<file path="src/rtl/ctrl_decode_pipe_if.sv">
// Handshake and control-bundle bus between fetch and the registered decoder.
// Carries the instruction input channel and the decoded output channel.
// slave = decoder side, master = driver/consumer side.
interface ctrl_decode_pipe_if #(
    parameter int ALU_OP_W = 3,
    parameter int CNT_W    = 16
);
    logic                in_valid_i;
    logic                in_ready_o;
    logic [31:0]         instr_i;
    logic                out_valid_o;
    logic                out_ready_i;
    logic                RegWrite_o;
    logic                ALUSrc_o;
    logic                RegDst_o;
    logic                Branch_o;
    logic                BranchNe_o;
    logic                MemRead_o;
    logic                MemWrite_o;
    logic                MemToReg_o;
    logic                Jump_o;
    logic                ExtZero_o;
    logic [ALU_OP_W-1:0] ALU_op_o;
    logic [4:0]          rs_o;
    logic [4:0]          rt_o;
    logic [4:0]          rd_o;
    logic                bubble_o;
    logic                illegal_o;
    logic [CNT_W-1:0]    instr_cnt_o;
    logic [CNT_W-1:0]    illegal_cnt_o;

    modport slave (
        input  in_valid_i, instr_i, out_ready_i,
        output in_ready_o, out_valid_o,
               RegWrite_o, ALUSrc_o, RegDst_o, Branch_o, BranchNe_o,
               MemRead_o, MemWrite_o, MemToReg_o, Jump_o, ExtZero_o,
               ALU_op_o, rs_o, rt_o, rd_o, bubble_o, illegal_o,
               instr_cnt_o, illegal_cnt_o
    );

    modport master (
        output in_valid_i, instr_i, out_ready_i,
        input  in_ready_o, out_valid_o,
               RegWrite_o, ALUSrc_o, RegDst_o, Branch_o, BranchNe_o,
               MemRead_o, MemWrite_o, MemToReg_o, Jump_o, ExtZero_o,
               ALU_op_o, rs_o, rt_o, rd_o, bubble_o, illegal_o,
               instr_cnt_o, illegal_cnt_o
    );
endinterface

</file>
<file path="src/rtl/ctrl_decode_pipe.sv">
// Registered main-control decoder with load-use bubble insertion and activity counters.
// Latency: 1 cycle from accept to out_valid_o.
// Backpressure: in_ready_o drops while the output slot is held or a load-use hazard is pending.
module ctrl_decode_pipe #(
    parameter int ALU_OP_W  = 3,
    parameter int CNT_W     = 16,
    parameter int HAZARD_EN = 1
) (
    input  logic               clk_i,
    input  logic               rst_i,
    ctrl_decode_pipe_if.slave  bus
);
    localparam logic [5:0] OP_R     = 6'b000000;
    localparam logic [5:0] OP_LW    = 6'b100011;
    localparam logic [5:0] OP_SW    = 6'b101011;
    localparam logic [5:0] OP_BEQ   = 6'b000100;
    localparam logic [5:0] OP_BNE   = 6'b000101;
    localparam logic [5:0] OP_ADDI  = 6'b001000;
    localparam logic [5:0] OP_SLTIU = 6'b001011;
    localparam logic [5:0] OP_LUI   = 6'b001111;
    localparam logic [5:0] OP_ORI   = 6'b001101;
    localparam logic [5:0] OP_ANDI  = 6'b001100;
    localparam logic [5:0] OP_J     = 6'b000010;

    typedef struct packed {
        logic       reg_write;
        logic       alu_src;
        logic       reg_dst;
        logic       branch;
        logic       branch_ne;
        logic       mem_read;
        logic       mem_write;
        logic       mem_to_reg;
        logic       jump;
        logic       ext_zero;
        logic [2:0] alu_op;
    } ctrl_t;

    logic [5:0]       opcode;
    logic [4:0]       rs, rt, rd;
    ctrl_t            ctrl_d, ctrl_q;
    logic             illegal_d, illegal_q;
    logic             rs_src, rt_src;
    logic             bubble_q, out_valid_q;
    logic             pend_q;
    logic [4:0]       pend_rt_q;
    logic [4:0]       rs_q, rt_q, rd_q;
    logic [CNT_W-1:0] instr_cnt_q, illegal_cnt_q;
    logic             hazard, slot_free, accept;
    logic             unused_low_bits;

    assign opcode = bus.instr_i[31:26];
    assign rs     = bus.instr_i[25:21];
    assign rt     = bus.instr_i[20:16];
    assign rd     = bus.instr_i[15:11];
    // shamt/funct/immediate bits do not influence main control
    assign unused_low_bits = ^bus.instr_i[10:0];

    // Opcode decode into the control bundle plus which register fields are read as sources
    always_comb begin
        ctrl_d    = '0;
        illegal_d = 1'b0;
        rs_src    = 1'b1;
        rt_src    = 1'b0;
        case (opcode)
            OP_R: begin
                ctrl_d.alu_op = 3'b010; ctrl_d.reg_write = 1'b1; ctrl_d.reg_dst = 1'b1;
                rt_src = 1'b1;
            end
            OP_LW: begin
                ctrl_d.alu_src = 1'b1; ctrl_d.reg_write = 1'b1;
                ctrl_d.mem_read = 1'b1; ctrl_d.mem_to_reg = 1'b1;
            end
            OP_SW: begin
                ctrl_d.alu_src = 1'b1; ctrl_d.mem_write = 1'b1;
                rt_src = 1'b1;
            end
            OP_BEQ: begin
                ctrl_d.alu_op = 3'b001; ctrl_d.branch = 1'b1;
                rt_src = 1'b1;
            end
            OP_BNE: begin
                ctrl_d.alu_op = 3'b001; ctrl_d.branch = 1'b1; ctrl_d.branch_ne = 1'b1;
                rt_src = 1'b1;
            end
            OP_ADDI: begin
                ctrl_d.alu_op = 3'b011; ctrl_d.alu_src = 1'b1; ctrl_d.reg_write = 1'b1;
            end
            OP_SLTIU: begin
                ctrl_d.alu_op = 3'b100; ctrl_d.alu_src = 1'b1; ctrl_d.reg_write = 1'b1;
            end
            OP_LUI: begin
                ctrl_d.alu_op = 3'b101; ctrl_d.alu_src = 1'b1; ctrl_d.reg_write = 1'b1;
                rs_src = 1'b0;
            end
            OP_ORI: begin
                ctrl_d.alu_op = 3'b110; ctrl_d.alu_src = 1'b1; ctrl_d.reg_write = 1'b1;
                ctrl_d.ext_zero = 1'b1;
            end
            OP_ANDI: begin
                ctrl_d.alu_op = 3'b111; ctrl_d.alu_src = 1'b1; ctrl_d.reg_write = 1'b1;
                ctrl_d.ext_zero = 1'b1;
            end
            OP_J: begin
                ctrl_d.jump = 1'b1;
                rs_src = 1'b0;
            end
            default: begin
                illegal_d = 1'b1;
                rs_src    = 1'b0;
            end
        endcase
    end

    // A pending load into $zero never stalls; illegal opcodes never stall
    assign hazard = (HAZARD_EN != 0) && pend_q && bus.in_valid_i && (pend_rt_q != 5'd0) &&
                    !illegal_d && ((rs_src && rs == pend_rt_q) || (rt_src && rt == pend_rt_q));
    assign slot_free = !out_valid_q || bus.out_ready_i;
    assign accept    = bus.in_valid_i && slot_free && !hazard;

    // Output slot: load a decoded entry, load a bubble, or drain; counters saturate
    always_ff @(posedge clk_i) begin
        if (rst_i) begin
            ctrl_q        <= '0;
            illegal_q     <= 1'b0;
            bubble_q      <= 1'b0;
            out_valid_q   <= 1'b0;
            pend_q        <= 1'b0;
            pend_rt_q     <= 5'd0;
            rs_q          <= 5'd0;
            rt_q          <= 5'd0;
            rd_q          <= 5'd0;
            instr_cnt_q   <= '0;
            illegal_cnt_q <= '0;
        end else if (accept) begin
            ctrl_q      <= ctrl_d;
            illegal_q   <= illegal_d;
            bubble_q    <= 1'b0;
            out_valid_q <= 1'b1;
            rs_q        <= rs;
            rt_q        <= rt;
            rd_q        <= rd;
            pend_q      <= (opcode == OP_LW);
            pend_rt_q   <= rt;
            if (instr_cnt_q != '1)
                instr_cnt_q <= instr_cnt_q + CNT_W'(1);
            if (illegal_d && illegal_cnt_q != '1)
                illegal_cnt_q <= illegal_cnt_q + CNT_W'(1);
        end else if (hazard && slot_free) begin
            ctrl_q      <= '0;
            illegal_q   <= 1'b0;
            bubble_q    <= 1'b1;
            out_valid_q <= 1'b1;
            rs_q        <= 5'd0;
            rt_q        <= 5'd0;
            rd_q        <= 5'd0;
            pend_q      <= 1'b0;
        end else if (bus.out_ready_i) begin
            out_valid_q <= 1'b0;
        end
    end

    assign bus.in_ready_o    = slot_free && !hazard;
    assign bus.out_valid_o   = out_valid_q;
    assign bus.RegWrite_o    = ctrl_q.reg_write;
    assign bus.ALUSrc_o      = ctrl_q.alu_src;
    assign bus.RegDst_o      = ctrl_q.reg_dst;
    assign bus.Branch_o      = ctrl_q.branch;
    assign bus.BranchNe_o    = ctrl_q.branch_ne;
    assign bus.MemRead_o     = ctrl_q.mem_read;
    assign bus.MemWrite_o    = ctrl_q.mem_write;
    assign bus.MemToReg_o    = ctrl_q.mem_to_reg;
    assign bus.Jump_o        = ctrl_q.jump;
    assign bus.ExtZero_o     = ctrl_q.ext_zero;
    assign bus.ALU_op_o      = ALU_OP_W'(ctrl_q.alu_op);
    assign bus.rs_o          = rs_q;
    assign bus.rt_o          = rt_q;
    assign bus.rd_o          = rd_q;
    assign bus.bubble_o      = bubble_q;
    assign bus.illegal_o     = illegal_q;
    assign bus.instr_cnt_o   = instr_cnt_q;
    assign bus.illegal_cnt_o = illegal_cnt_q;
endmodule

</file>
<file path="src/flat_wrapper.sv">
// flat-port wrapper written by rule: the top's interface ports become plain ports
module ctrl_decode_pipe_flat 
#(
    parameter int ALU_OP_W  = 3,
    parameter int CNT_W     = 16,
    parameter int HAZARD_EN = 1
)
  (clk_i, rst_i, bus_in_valid_i, bus_instr_i, bus_out_ready_i, bus_in_ready_o, bus_out_valid_o, bus_RegWrite_o, bus_ALUSrc_o, bus_RegDst_o, bus_Branch_o, bus_BranchNe_o, bus_MemRead_o, bus_MemWrite_o, bus_MemToReg_o, bus_Jump_o, bus_ExtZero_o, bus_ALU_op_o, bus_rs_o, bus_rt_o, bus_rd_o, bus_bubble_o, bus_illegal_o, bus_instr_cnt_o, bus_illegal_cnt_o);
  ctrl_decode_pipe_if #(.ALU_OP_W(ALU_OP_W), .CNT_W(CNT_W)) bus_i ();
  input  logic clk_i;
  input  logic rst_i;
  input wire logic [$bits(bus_i.in_valid_i)-1:0] bus_in_valid_i;
  input wire logic [$bits(bus_i.instr_i)-1:0] bus_instr_i;
  input wire logic [$bits(bus_i.out_ready_i)-1:0] bus_out_ready_i;
  output wire logic [$bits(bus_i.in_ready_o)-1:0] bus_in_ready_o;
  output wire logic [$bits(bus_i.out_valid_o)-1:0] bus_out_valid_o;
  output wire logic [$bits(bus_i.RegWrite_o)-1:0] bus_RegWrite_o;
  output wire logic [$bits(bus_i.ALUSrc_o)-1:0] bus_ALUSrc_o;
  output wire logic [$bits(bus_i.RegDst_o)-1:0] bus_RegDst_o;
  output wire logic [$bits(bus_i.Branch_o)-1:0] bus_Branch_o;
  output wire logic [$bits(bus_i.BranchNe_o)-1:0] bus_BranchNe_o;
  output wire logic [$bits(bus_i.MemRead_o)-1:0] bus_MemRead_o;
  output wire logic [$bits(bus_i.MemWrite_o)-1:0] bus_MemWrite_o;
  output wire logic [$bits(bus_i.MemToReg_o)-1:0] bus_MemToReg_o;
  output wire logic [$bits(bus_i.Jump_o)-1:0] bus_Jump_o;
  output wire logic [$bits(bus_i.ExtZero_o)-1:0] bus_ExtZero_o;
  output wire logic [$bits(bus_i.ALU_op_o)-1:0] bus_ALU_op_o;
  output wire logic [$bits(bus_i.rs_o)-1:0] bus_rs_o;
  output wire logic [$bits(bus_i.rt_o)-1:0] bus_rt_o;
  output wire logic [$bits(bus_i.rd_o)-1:0] bus_rd_o;
  output wire logic [$bits(bus_i.bubble_o)-1:0] bus_bubble_o;
  output wire logic [$bits(bus_i.illegal_o)-1:0] bus_illegal_o;
  output wire logic [$bits(bus_i.instr_cnt_o)-1:0] bus_instr_cnt_o;
  output wire logic [$bits(bus_i.illegal_cnt_o)-1:0] bus_illegal_cnt_o;
  assign bus_i.in_valid_i = bus_in_valid_i;
  assign bus_i.instr_i = bus_instr_i;
  assign bus_i.out_ready_i = bus_out_ready_i;
  assign bus_in_ready_o = bus_i.in_ready_o;
  assign bus_out_valid_o = bus_i.out_valid_o;
  assign bus_RegWrite_o = bus_i.RegWrite_o;
  assign bus_ALUSrc_o = bus_i.ALUSrc_o;
  assign bus_RegDst_o = bus_i.RegDst_o;
  assign bus_Branch_o = bus_i.Branch_o;
  assign bus_BranchNe_o = bus_i.BranchNe_o;
  assign bus_MemRead_o = bus_i.MemRead_o;
  assign bus_MemWrite_o = bus_i.MemWrite_o;
  assign bus_MemToReg_o = bus_i.MemToReg_o;
  assign bus_Jump_o = bus_i.Jump_o;
  assign bus_ExtZero_o = bus_i.ExtZero_o;
  assign bus_ALU_op_o = bus_i.ALU_op_o;
  assign bus_rs_o = bus_i.rs_o;
  assign bus_rt_o = bus_i.rt_o;
  assign bus_rd_o = bus_i.rd_o;
  assign bus_bubble_o = bus_i.bubble_o;
  assign bus_illegal_o = bus_i.illegal_o;
  assign bus_instr_cnt_o = bus_i.instr_cnt_o;
  assign bus_illegal_cnt_o = bus_i.illegal_cnt_o;
  ctrl_decode_pipe #(.ALU_OP_W(ALU_OP_W), .CNT_W(CNT_W), .HAZARD_EN(HAZARD_EN)) u_core (.clk_i(clk_i), .rst_i(rst_i), .bus(bus_i));
endmodule
</file>
<file path="config.mk">
export PLATFORM = sky130hd
export DESIGN_NAME = ctrl_decode_pipe_flat
export DESIGN_NICKNAME = d
export VERILOG_FILES = /design/src/rtl/ctrl_decode_pipe_if.sv /design/src/rtl/ctrl_decode_pipe.sv /design/src/flat_wrapper.sv
export SDC_FILE = /design/constraint.sdc
export NUM_CORES = 1
export LEC_CHECK = 0
export ABC_AREA = 1
export BUFFER_PORTS_ARGS = -buffer_cell sky130_fd_sc_hd__buf_4
export CORE_MARGIN = 10
export CORE_UTILIZATION = 29
export CTS_CLUSTER_DIAMETER = 40
export DETAILED_ROUTE_END_ITERATION = 10
export SYNTH_ARGS = -nofsm -noshare
export SYNTH_HDL_FRONTEND = slang
export SYNTH_SLANG_ARGS = --single-unit
</file>
<file path="constraint.sdc">
create_clock -name clk_i -period 1.9 [get_ports clk_i]
set_input_delay 0.095 -clock clk_i [delete_from_list [all_inputs] [get_ports clk_i]]
set_output_delay 0.095 -clock clk_i [all_outputs]
set_load 0.02 [all_outputs]
</file>
==> run_results.csv, run 1 <==
group,metric,value,unit
setup_path,worst-r2r-cell-count,11,
setup_path,crit_path_end_kind,"flip-flop",
grt,grt_use_met1,0.154,
timing,period_share,0.915,
setup_path,path_class,"flip-flop to flip-flop",
detailed_routing,drt_iter0_markers,293,
logic_synthesis,yosysUniqueCellTypes,29,
timing,layout_setup_ws,162,ps
power,leakage,2.35,nW
cts,clk_latency,340,ps
setup_path,path_max_fanout,7,
setup_path,r2r_slack,160,ps
detailed_routing,vias_per_cell,4.62,
job,cap_violations,0,
power,power_density,740,nW/um^2
timing,finalClockSkew,12.0,ps
die,num_io_pins,100,
hold_path,hp-class,"input port to flip-flop",
timing,fmax,0.575,GHz
die,core,12500,um^2
cts,hold_buffers,0,
logic_synthesis,muxShareOfSynthArea,0,
detailed_routing,drt_wl_total,11100,um
timing,fin_hold_ws,15.8,ps
die,dieArea,17500,um^2
layout,fin_nets,705,
logic_synthesis,synthTopCellsByArea,"dfxtp_1, nand2_1, nor2_1",
die,dieHeight,132,um
layout,finalNonFillerCells,844,
grt,antenna_found_initial,0,
die,floorplan.initialDensity,0.293,
place,hpwl,8360,um
logic_synthesis,synth_area_leader_cell,"dfxtp_1",
cts,cts_buffers,9,
logic_synthesis,synth_top_family_by_area,"simple AND/OR/NAND/NOR gates",
timing,finalHoldViolCount,0,
detailed_routing,dr.pass1.iters,7,
cts,cts.sinks,67,
logic_synthesis,syn-cell-area,3670,um^2
layout,final_common_cell,"nand2_1",
setup_path,crit_start,"u_core.bus.illegal_cnt_o[0]",
grt,grt_pass1_vias,3732,
timing,min_period,1740,ps
logic_synthesis,synth_compound_area_frac,0.0570,
place,port_buffers,88,
outcome,status,"completed",
timing,setup_tns,0,ps
timing,setup_viol,0,
layout,fillers,1343,
cts,clock_path_buffers,2,
setup_path,r2r-start,"u_core.bus.illegal_cnt_o[0]",
detailed_routing,ant_nets,0,
cts,clockRootBuffer,"clkbuf_16",
place,placed_cells,826,
logic_synthesis,netlist.area_leader.share,0.366,
timing,tightest_slew,464,ps
logic_synthesis,ys_warn_count,0,
die,fp.dieW,132,um
setup_path,required,2100,ps
die,rows,41,
logic_synthesis,postSynthAreaPerCell,6.57,um^2
place,place_ws,60.7,ps
layout,drive_above_1_share,0.243,
logic_synthesis,yosys.area_share.simple,0.418,
cts,cts_tree,"done",
logic_synthesis,synth_xor_xnor_area_share,0.0478,
detailed_routing,drc,0,
grt,track_usage,0.125,
cts,h-tree-depth,3,
grt,grt_busiest_layer,"met2",
logic_synthesis,yosysSeqAreaShare,0.366,
grt,met2_usage,0.198,
power,max-vdd-ir-drop,0.000306,V
logic_synthesis,syn-num-nets,596,
grt,grt_remaining_overflow,0,
place,place.gp.congestion,0.901,
setup_path,cp-start-kind,"flip-flop",
setup_path,cp-endpoint,"u_core.bus.illegal_cnt_o[9]",
setup_path,arrival,1940,ps
detailed_routing,via_count,3899,
logic_synthesis,netlist_instances,558,
layout,final_cell_mix,"nand2_1, buf_4, nor2_1",
grt,grt_max_degree,40,
logic_synthesis,synthAdderAreaFrac,0.00683,
timing,slew_headroom,0.691,
layout,syn_to_final_growth,36.9,%
logic_synthesis,synth_seq_cells,67,
layout,antennaDiodeCount,0,
cts,cts.clk_slew.worst_paths,70,ps
detailed_routing,routedWlPerCell,13.1,um
setup_path,r2r_end,"u_core.bus.illegal_cnt_o[9]",
grt,grt_first_pass_wirelength,18300,um
layout,fin_util,0.401,
grt,grtUsageMet3,0.0367,
timing,final_max_slew_viol_count,0,
synth_stat cells, drive strengths merged:
cell type,n
nor2,82
o211ai,1
inv,72
o21ai,5
ha,2
nand3,60
a21oi,33
and3,1
nor3b,1
nand4,31
xor2,7
nand2,152
dfxtp,67
buf,9
nand3b,2
clkbuf,13
xnor2,13
nor3,7
registers in the layout, indices dropped and copies added (netlist names), 3 cells and up:
register,flops
u_core.bus.rt_o,5
u_core.pend_rt_q,5
u_core.bus.rd_o,5
u_core.bus.instr_cnt_o,16
u_core.bus.illegal_cnt_o,16
u_core.bus.ALU_op_o,3
u_core.bus.rs_o,5
layout make-up:
cell class	count	area (um^2)	area share
Timing Repair Buffer	120	913	0.182
Clock buffer	9	225	0.0449
Sequential cell	67	1340	0.268
Tap cell	172	215	0.0429
Multi-Input combinational cell	397	1970	0.392
Inverter	72	273	0.0543
Clock inverter	7	81.3	0.0162
worst min path at each step:
| stage | start | to | slack (ps) | cells after the start |
|---|---|---|---|---|
| after floorplan | bus_instr_i[11] | u_core.bus.rd_o[0] | 240 | 2 |
| after global placement | bus_instr_i[13] | u_core.bus.rd_o[2] | 350 | 3 |
| after detailed placement | bus_instr_i[13] | u_core.bus.rd_o[2] | 370 | 3 |
| after CTS | bus_instr_i[15] | u_core.bus.rd_o[4] | 8 | 3 |
| after global routing | bus_instr_i[13] | u_core.bus.rd_o[2] | 20 | 3 |
| final | bus_instr_i[12] | u_core.bus.rd_o[1] | 20 | 3 |
layer usage:
metal / share of wire / up-vias
met5: 0 / -
met4: 0.020 / 0
met3: 0.060 / 18
met2: 0.46 / 110
met1: 0.46 / 1775
li1: - / 1996
kinds of logic after synthesis:
| group | Yosys count |
|---|---|
| simple gates | 336 |
| compound gates | 39 |
| fa+ha+maj | 2 |
| buf+inv | 94 |
| xor+xnor | 20 |
| flops | 67 |
power by group:
part           switching (mW)  leakage (nW)  internal [mW]
Combinational           0.283          1.66          0.193
Sequential             0.0362         0.546           1.45
Clock                   0.709         0.148           1.04
timing repair:
| item | CTS | global route |
|---|---|---|
| setup buffers | 0 | 2 |
| hold endpoints to repair | 0 | 0 |
| endpoints found under the setup margin | 0 | 21 |
| resized for setup | 0 | 7 |
metrics by stage:
stage / power [mW] / area (um^2)
5_1_grt: 3.88 / 5020
2_1_floorplan: 1.79 / 3670
4_1_cts: 3.76 / 4970
3_5_place_dp: 2.00 / 4660
3_3_place_gp: 1.99 / 4660
6_report: 3.71 / 5020
worst max-delay path, stage by stage (launching register included):
cell and delay, ps:
dfxtp_1 330, ha_1 180, nand2_1 80, nor2_1 130, nand2_2 100, nor2_2 120, nand3_2 100, nand3_4 150
inv_2 70, buf_4 170, nand4_1 90, a21oi_1 70
(Power assumes the default switching activity.)
==> inputs of run 2 (changes only) <==
==> constraint.sdc (replaced) <==
create_clock -name clk_i -period 1.6 [get_ports clk_i]
set_input_delay 0.08 -clock clk_i [delete_from_list [all_inputs] [get_ports clk_i]]
set_output_delay 0.08 -clock clk_i [all_outputs]
set_load 0.02 [all_outputs]
==> run 2 against run 1 <==
Net effect: the run now ends with negative hold slack, negative setup slack left; clock skew is 4.3 ps lower; largest cell class unchanged; sequential power is 19% higher; fmax increased by 8.6%; final cell count increased by 7.5%; combinational power rose by 41%; sequential share of layout area is 3.4 points lower; critical path depth decreased by 1; register-to-register slack worse by 160 ps; cell area is 17% higher; hold slack got worse by 20 ps; via count grew 5.4%; die area stayed put.
==> run_results.csv, run 2 (synthesized netlist as in run 1, its figures left out) <==
group,metric,value,unit
outcome,status,"finished with violations",
outcome,violations,"negative hold slack, negative setup slack",
setup_path,cpLargestDelayFamily,"simple AND/OR/NAND/NOR gates",
setup_path,r2r-start,"u_core.pend_rt_q[1]",
cts,cts_buffers,9,
place,dpl_cell_area,5040,um^2
layout,design_area,5860,um^2
die,num_io_pins,100,
timing,fin_hold_ws,-4.23,ps
detailed_routing,vias_per_cell,4.53,
power,max-vdd-ir-drop,0.000521,V
detailed_routing,dr.pass1.iters,4,
grt,grt_first_pass_wirelength,19800,um
grt,grt_remaining_overflow,0,
place,placed_cells,870,
grt,track_usage,0.134,
timing,min_period,1600,ps
place,place.gp.congestion,0.889,
timing,final_max_slew_viol_count,0,
timing,slew_headroom,0.685,
cts,clock_path_buffers,2,
die,dieHeight,132,um
hold_path,worstHoldEndpoint,"u_core.pend_rt_q[3]",
power,total_power,4.52,mW
setup_path,cp.depth,10,
timing,finalClockSkew,7.64,ps
timing,tightest_slew,473,ps
die,dieArea,17500,um^2
detailed_routing,drc,0,
timing,period_share,1.00,
setup_path,path_cells,"xnor2_2 -> nand2_1 -> nor2_2 -> nand3b_1 -> nand2_2 -> nand2_4 -> buf_12 -> nand2_4 -> nand2_1 -> o21ai_1",
grt,antenna_found_initial,0,
layout,finalNonFillerCells,907,
timing,setup_tns,-0.337,ps
setup_path,cp_slowest_cell,"dfxtp_4",
cts,cts.clk_slew.worst_paths,60,ps
hold_path,hp-start,"bus_instr_i[19]",
setup_path,arrival,1860,ps
timing,layout_setup_ws,-0.337,ps
layout,fin_util,0.468,
detailed_routing,drt_iter0_markers,285,
setup_path,path_max_fanout,6,
setup_path,path_buf_inv,1,
cts,h-tree-depth,3,
hold_path,hp-class,"input port to flip-flop",
hold_path,whs_path_depth,3,
timing,finalHoldViolCount,1,
detailed_routing,ant_nets,0,
grt,grt_max_degree,40,
power,power_density,771,nW/um^2
timing,grt_setup_unrepaired,"yes",
timing,setup_viol,1,
setup_path,crit_path_max_incr_delay,390,ps
cts,clockRootBuffer,"clkbuf_16",
setup_path,crit_path_end_kind,"flip-flop",
die,rows,41,
cts,clk_latency,340,ps
cts,cts.sinks,67,
place,hpwl,8590,um
power,leakage,2.74,nW
die,core,12500,um^2
timing,fmax,0.625,GHz
place,port_buffers,88,
layout,drive_above_1_share,0.370,
detailed_routing,drt_wl_total,11900,um
detailed_routing,routedWlPerCell,13.1,um
grt,grt_pass1_vias,4181,
detailed_routing,via_count,4109,
die,fp.dieW,132,um
setup_path,cp-start-kind,"flip-flop",
setup_path,r2r_slack,-0.3,ps
die,floorplan.initialDensity,0.293,
layout,final_common_cell,"buf_4",
cts,cts_tree,"done",
layout,syn_to_final_growth,59.8,%
setup_path,path_class,"flip-flop to flip-flop",
setup_path,required,1860,ps
setup_path,r2r_end,"u_core.bus.rt_o[2]",
place,place_ws,-87.9,ps
setup_path,worst-r2r-cell-count,10,
layout,final_cell_mix,"buf_4, nand2_1, inv_1",
job,cap_violations,0,
layout,fin_nets,768,
layout,antennaDiodeCount,0,
## run 2: cell count changes in the layout (fill, tap and decap cells not counted), sizes merged
cell | previous run | this run
buf | 120 | 174
inv | 77 | 72
clkinv | 0 | 2
dlygate4sd3 | 0 | 8
clkbuf | 9 | 13
## run 2: final cells by class
| type | count | area [um^2] |
|---|---|---|
| clock buffer | 12 | 267 |
| clock inverter | 4 | 47.5 |
| fill | 1267 | 6660 |
| inverter | 72 | 280 |
| multi-input combinational | 397 | 2190 |
| sequential | 67 | 1370 |
| tap | 172 | 215 |
| timing repair buffer | 183 | 1480 |
## run 2: power breakdown
part,switching [mW],internal [mW]
clock network,0.749,1.33
registers,0.0451,1.73
logic,0.370,0.300
## run 2: layer usage
| metal | up-vias | routed length (um) | GRT usage |
|---|---|---|---|
| li1 | 2119 | - | - |
| met1 | 1896 | 5120 | 0.151 |
| met2 | 84 | 5980 | 0.234 |
| met3 | 10 | 614 | 0.0409 |
| met4 | 0 | 148 | 0.0465 |
| met5 | - | 0 | 0 |
## run 2: timing repair
item,CTS,global route
pin swaps,8,40
hold buffers,8,0
endpoints found under the setup margin,61,67
cloned,0,1
buffers inserted,6,6
endpoints found under the hold margin,9,0
gates resized for setup,19,61
## run 2: tightest hold or removal path: cells and delay by family
kind	cells	cell delay [ps]
buf+inv	1	90
simple gates	2	140
## run 2: how the worst max path moves through the flow
stage                                start                     endpoint
2_1_floorplan  u_core.bus.illegal_cnt_o[0]  u_core.bus.illegal_cnt_o[0]
5_1_grt        u_core.bus.illegal_cnt_o[0]  u_core.bus.illegal_cnt_o[7]
4_1_cts                u_core.pend_rt_q[0]               bus_in_ready_o
3_5_place_dp               bus_instr_i[27]  u_core.bus.illegal_cnt_o[3]
3_3_place_gp           u_core.pend_rt_q[0]  u_core.bus.illegal_cnt_o[3]
6_report               u_core.pend_rt_q[1]           u_core.bus.rt_o[2]
